[src/rtl/cpu_addr_seq_pkg.sv]
// rtl/cpu_addr_seq_pkg.sv - shared FSM encodings and default sizes for the CPU address sequencer
package cpu_addr_seq_pkg;

  typedef enum logic [1:0] {
    ST_IDLE = 2'd0,
    ST_RUN  = 2'd1,
    ST_DONE = 2'd2
  } state_t;

  localparam int DEF_NUM_BANKS  = 24;
  localparam int DEF_ADDR_WIDTH = 8;
  localparam int DEF_DEPTH      = 256;
  localparam int DEF_LEN_W      = 9;

endpackage

[src/rtl/cpu_addr_lane.sv]
// rtl/cpu_addr_lane.sv - one bank address pointer with load / advance / hold, wrapping at DEPTH
module cpu_addr_lane
  import cpu_addr_seq_pkg::*;
#(
  parameter int ADDR_WIDTH = DEF_ADDR_WIDTH,
  parameter int DEPTH      = DEF_DEPTH
) (
  input  logic                  clk,
  input  logic                  rst_n,
  input  logic                  load,
  input  logic                  rotated,
  input  logic [ADDR_WIDTH-1:0] ofs,
  input  logic                  advance,
  output logic [ADDR_WIDTH-1:0] ptr
);

  // One extra bit so DEPTH == 2**ADDR_WIDTH is representable.
  localparam logic [ADDR_WIDTH:0]   DEPTH_EXT = (ADDR_WIDTH + 1)'(DEPTH);
  localparam logic [ADDR_WIDTH-1:0] LAST      = ADDR_WIDTH'(DEPTH - 1);

  logic [ADDR_WIDTH-1:0] load_val;

  assign load_val = (rotated && ({1'b0, ofs} < DEPTH_EXT)) ? ofs : '0;

  always_ff @(posedge clk or negedge rst_n) begin
    if (!rst_n) begin
      ptr <= '0;
    end else if (load) begin
      ptr <= load_val;
    end else if (advance) begin
      ptr <= (ptr == LAST) ? '0 : ptr + 1'b1;
    end
  end

endmodule

[src/rtl/cpu_addr_seq.sv]
// rtl/cpu_addr_seq.sv - burst address sequencer driving NUM_BANKS lanes with valid/ready beats
module cpu_addr_seq
  import cpu_addr_seq_pkg::*;
#(
  parameter int NUM_BANKS  = DEF_NUM_BANKS,
  parameter int ADDR_WIDTH = DEF_ADDR_WIDTH,
  parameter int DEPTH      = DEF_DEPTH,
  parameter int LEN_W      = DEF_LEN_W
) (
  input  logic                            clk,
  input  logic                            rst_n,
  input  logic                            start,
  input  logic                            abort,
  input  logic                            mode,
  input  logic [LEN_W-1:0]                burst_len,
  input  logic [NUM_BANKS*ADDR_WIDTH-1:0] bank_ofs,
  input  logic                            addr_rdy,
  output logic                            addr_vld,
  output logic [NUM_BANKS*ADDR_WIDTH-1:0] cpu_addr,
  output logic [LEN_W-1:0]                beat_idx,
  output logic                            busy,
  output logic                            done
);

  state_t           state;
  logic [LEN_W-1:0] len_q;
  logic             accept;
  logic             xfer;

  assign accept = (state == ST_IDLE) && start && !abort;
  // An aborted beat is not counted, so pointers and beat_idx stay consistent.
  assign xfer   = addr_vld && addr_rdy && !abort;

  genvar gi;
  generate
    for (gi = 0; gi < NUM_BANKS; gi++) begin : g_lane
      cpu_addr_lane #(
        .ADDR_WIDTH(ADDR_WIDTH),
        .DEPTH     (DEPTH)
      ) u_lane (
        .clk    (clk),
        .rst_n  (rst_n),
        .load   (accept),
        .rotated(mode),
        .ofs    (bank_ofs[gi*ADDR_WIDTH +: ADDR_WIDTH]),
        .advance(xfer),
        .ptr    (cpu_addr[gi*ADDR_WIDTH +: ADDR_WIDTH])
      );
    end
  endgenerate

  always_ff @(posedge clk or negedge rst_n) begin
    if (!rst_n) begin
      state    <= ST_IDLE;
      len_q    <= '0;
      beat_idx <= '0;
      addr_vld <= 1'b0;
      busy     <= 1'b0;
      done     <= 1'b0;
    end else if (abort) begin
      state    <= ST_IDLE;
      addr_vld <= 1'b0;
      busy     <= 1'b0;
      done     <= 1'b0;
    end else begin
      case (state)
        ST_IDLE: begin
          done <= 1'b0;
          if (start) begin
            len_q    <= burst_len;
            beat_idx <= '0;
            busy     <= 1'b1;
            if (burst_len != '0) begin
              state    <= ST_RUN;
              addr_vld <= 1'b1;
            end else begin
              state <= ST_DONE;
              done  <= 1'b1;
            end
          end
        end
        ST_RUN: begin
          if (xfer) begin
            beat_idx <= beat_idx + 1'b1;
            if (beat_idx == len_q - 1'b1) begin
              state    <= ST_DONE;
              addr_vld <= 1'b0;
              done     <= 1'b1;
            end
          end
        end
        ST_DONE: begin
          state <= ST_IDLE;
          done  <= 1'b0;
          busy  <= 1'b0;
        end
        default: begin
          state    <= ST_IDLE;
          addr_vld <= 1'b0;
          busy     <= 1'b0;
          done     <= 1'b0;
        end
      endcase
    end
  end

endmodule
[config.mk]
export PLATFORM = sky130hd
export DESIGN_NAME = cpu_addr_seq
export DESIGN_NICKNAME = d
export VERILOG_FILES = /design/src/rtl/cpu_addr_seq_pkg.sv /design/src/rtl/cpu_addr_lane.sv /design/src/rtl/cpu_addr_seq.sv
export SDC_FILE = /design/constraint.sdc
export NUM_CORES = 1
export LEC_CHECK = 0
export ABC_AREA = 1
export CAP_MARGIN = 10
export CORE_MARGIN = 2
export CORE_UTILIZATION = 40
export DETAILED_ROUTE_END_ITERATION = 8
export GPL_TIMING_DRIVEN = 0
export PLACE_DENSITY = 0.83
export REMOVE_ABC_BUFFERS = 1
export SLEW_MARGIN = 15
export SYNTH_ARGS = -nofsm -noshare
export SYNTH_HDL_FRONTEND = slang
export SYNTH_SLANG_ARGS = --single-unit
[constraint.sdc]
create_clock -name clk -period 1.5 [get_ports clk]
set_input_delay 0.15 -clock clk [delete_from_list [all_inputs] [get_ports clk]]
set_output_delay 0.15 -clock clk [all_outputs]
set_load 0.02 [all_outputs]
==> summary.md <==
| Metric | Value |
|---|---|
| Status | finished, violations left |
| Post-synthesis sequential area ratio | 41.1% |
| Height of the die | 185 µm |
| Initial DRC Count | 1785 |
| Buffers on Ports | 410 |
| Die width | 185 µm |
| CP max FO | 4 |
| Top Ports | 411 |
| Initial antenna violation count | 7 |
| Commonest non-fill, non-tap cells in the layout | nand2_1 (312), clkdlybuf4s50_1 (205), nor2_1 (200) |
| Pre-CTS WS | -2.04 ns |
| Fin crit period | 1.98 ns |
| Dominant cell type by area after synthesis | dfrtp_1 |
| Detailed Place HPWL | 30000 µm |
| Number of max-cap violations | 0 |
| Via density per instance | 6.05 |
| Share of cells above drive strength 1 | 22.3% |
| Area after DPL | 17500 µm² |
| Total grt overflow | 0 |
| Clock Skew | 0.0280 ns |
| Final Core Density | 69.5% |
| Type of origin of the critical path | register |
| CTS clk-pin slew, worst paths | 0.06 ns |
| Clock buffer depth | 3 |
| Initial Utilization | 40.4% |
| Hold Fails Final Rpt | 0 |
| Reg power frac | 31.0% |
| Total Routing Usage GR | 32.4% |
| Crit path DAT | 2.43 ns |
| WHS | 0.0903 ns |
| DR WL/cell | 24.6 µm |
| Power per cell area | 1790 nW/µm² |
| Final setup fails | 219 |
| Net Sw Power | 18800 µW |
| Post-Syn Area | 13100 µm² |
| Clk Latency, worst-skew pair | 0.55 ns |
| Violated checks | negative setup slack |
| P&R area growth vs syn | 71.7% |
| Final instance area | 22500 µm² |
| Routed WL | 67500 µm |
| Switching Share | 46.6% |
| Core area | 32400 µm² |
| DRT Pass-1 Iters | 6 |
| Crit share post-route | 132% |
| Pint | 21500 µW |
| Crit Path Category | reg2reg |
| Commonest non-fill, non-tap cell in the layout | nand2_1 |
| First-pass GRT wire length | 85900 µm |
| Routed via count | 16600 |
| Hold Path Class | in2async |
| RSZ-0062 raised after global routing | yes |
| DRT antenna net count | 0 |
| Slew margin rel. | 63.1% |
| Clk network pwr share | 15.8% |
| Actual transition at the worst max-transition pin | 0.553 ns |
| Leakage power | 0.0107 µW |
| PnR worst setup slack | -0.484 ns |
| Synth area leaders | dfrtp_1 (41%), nand2_1 (11%), a31oi_1 (8.2%), nor2_1 (7.7%), nand3_1 (6.9%) |
| Clock Sinks | 215 |
| CTS tree | built |
| # rows | 66 |
| Crit. End Element | register |
| Routability cong. | 0.894 |
| Synth unique cells | 33 |
| Top cell type's share of synthesized area | 41.1% |
| Achievable Freq | 504 MHz |
| Total die area | 34200 µm² |
| Vias in the first global route | 15200 |
| H-tree depth | 1 |
| Fin nets | 2511 |
| Post-Syn Area per Cell | 7.36 µm² |
| Logic pwr share | 53.3% |
| Max-slew violations | 0 |
| Largest net degree at the start of global routing | 96 |
| Mapped Cells | 1779 |
| Clock root buffer | clkbuf_16 |
| DRC Markers | 0 |
| VDD IR max | 1190 µV |
| Yosys reg bits | 215 |
| Warnings, synthesis | 0 |
| Worst path required time | 1.94 ns |
| Clock buffer count from CTS | 26 |
registers in the layout (all words and copies together), names as in the netlist:
name	cells
state	2
len_q	9
done	1
g_lane.u_lane.ptr	192
busy	1
addr_vld	1
beat_idx	9
routing by layer:
metal,vias up,wire length (µm),global-route usage (%)
met5,-,40,0
met3,347,8520,8.28
met1,7847,23400,39.7
met2,1251,30600,52.6
li1,7127,-,-
met4,6,4910,17.3
timing repair:
action                                  in CTS  in global routing
hold buffers                                 1                  0
hold endpoints to repair                   215                  0
resized for setup                          189                541
setup buffers                               49                 18
pin swaps                                   10                 89
endpoints found under the setup margin     419                406
gates cloned                                37                 36
cell type report:
type,instances,area (µm²)
Inverter,152,633
Clock buffer,39,771
Timing Repair Buffer,524,6660
Sequential cell,215,5410
Clock inverter,6,57.6
Fill cell,2272,9890
Tap cell,442,553
Antenna cell,4,10.0
Timing Repair inverter,23,487
Multi-Input combinational cell,1336,7900
final timing paths:
check / startpoint / endpoint / slack, ns / cells past startpoint
min in group clk: bank_ofs[137] / g_lane[17].u_lane.ptr[1]$_DFFE_PN0P_ / 0.15 / 3
setup reg to reg: state[0]$_DFFE_PN0P_ / g_lane[21].u_lane.ptr[4]$_DFFE_PN0P_ / -0.48 / 11
hold / removal: rst_n / g_lane[20].u_lane.ptr[1]$_DFFE_PN0P_ / 0.09 / 2
max in group asynchronous: rst_n / g_lane[18].u_lane.ptr[6]$_DFFE_PN0P_ / 0.55 / 3
hold reg to reg: busy$_DFFE_PN0P_ / busy$_DFFE_PN0P_ / 0.51 / 2
setup / recovery: state[0]$_DFFE_PN0P_ / g_lane[21].u_lane.ptr[4]$_DFFE_PN0P_ / -0.48 / 11
through the flow:
stage / std cells / TNS (ns) / power, µW
floorplan: 1700 / -597.22 / 22000
global placement: 2552 / -3044.77 / 29700
detailed placement: 2558 / -387.55 / 30200
CTS: 2689 / -109.25 / 38100
global route: 2740 / -83.89 / 42500
finish: 2741 / -72.73 / 40400
synth_stat cells:
| master | count |
|---|---|
| nand2_1 | 397 |
| nor2_1 | 267 |
| dfrtp_1 | 215 |
| nand3_1 | 180 |
| a31oi_1 | 171 |
| inv_1 | 149 |
| o21ai_0 | 97 |
| nand4_1 | 59 |
| buf_2 | 53 |
| a21oi_1 | 31 |
| or2_2 | 31 |
| ha_1 | 26 |
| clkbuf_1 | 13 |
| a31oi_2 | 12 |
| o21bai_1 | 11 |
| a31o_2 | 9 |
| buf_4 | 9 |
| xor2_1 | 8 |
| a31oi_4 | 5 |
| nor3_1 | 5 |
| o31ai_1 | 5 |
| xnor2_1 | 5 |
| buf_6 | 4 |
| o211ai_1 | 4 |
| inv_2 | 3 |
| nor2_2 | 3 |
| a22oi_1 | 1 |
| nand2_4 | 1 |
| nor2_4 | 1 |
| nor2_8 | 1 |
| nor3_2 | 1 |
| nor4_2 | 1 |
| o21ai_2 | 1 |
critical path, stage by stage, from the launching register on:
cell     delay, ns
dfrtp_1       0.43
nor2_4        0.16
nand2_4       0.09
nor2_8        0.19
nor2_4        0.07
buf_12        0.14
inv_16        0.06
buf_8         0.13
buf_12        0.13
buf_4         0.16
nor2_1        0.07
a31oi_1       0.24
power by group through the flow:
stage / Combinational (µW) / Clock [µW] / Sequential (µW)
after CTS: 19800 / 6360 / 12000
after global placement: 18000 / 0 / 11700
final: 21500 / 6370 / 12500
after detailed placement: 18300 / 0 / 11900
after global routing: 23100 / 6580 / 12800
after floorplan: 7840 / 0 / 14200
kinds of logic (layout without fill, tap and decap cells):
logic type	count (synthesis)	in the layout	synth area share [%]
AOI/OAI and AO/OA	347	347	16.9
xor gates and xnor gates	13	13	0.870
adders and majority gates	26	26	2.48
buffers and inverters	231	744	7.62
DFF	215	215	41.1
other	0	4	0
and+or+nand+nor	947	950	31.0
Power figures use the tool's default switching activity.
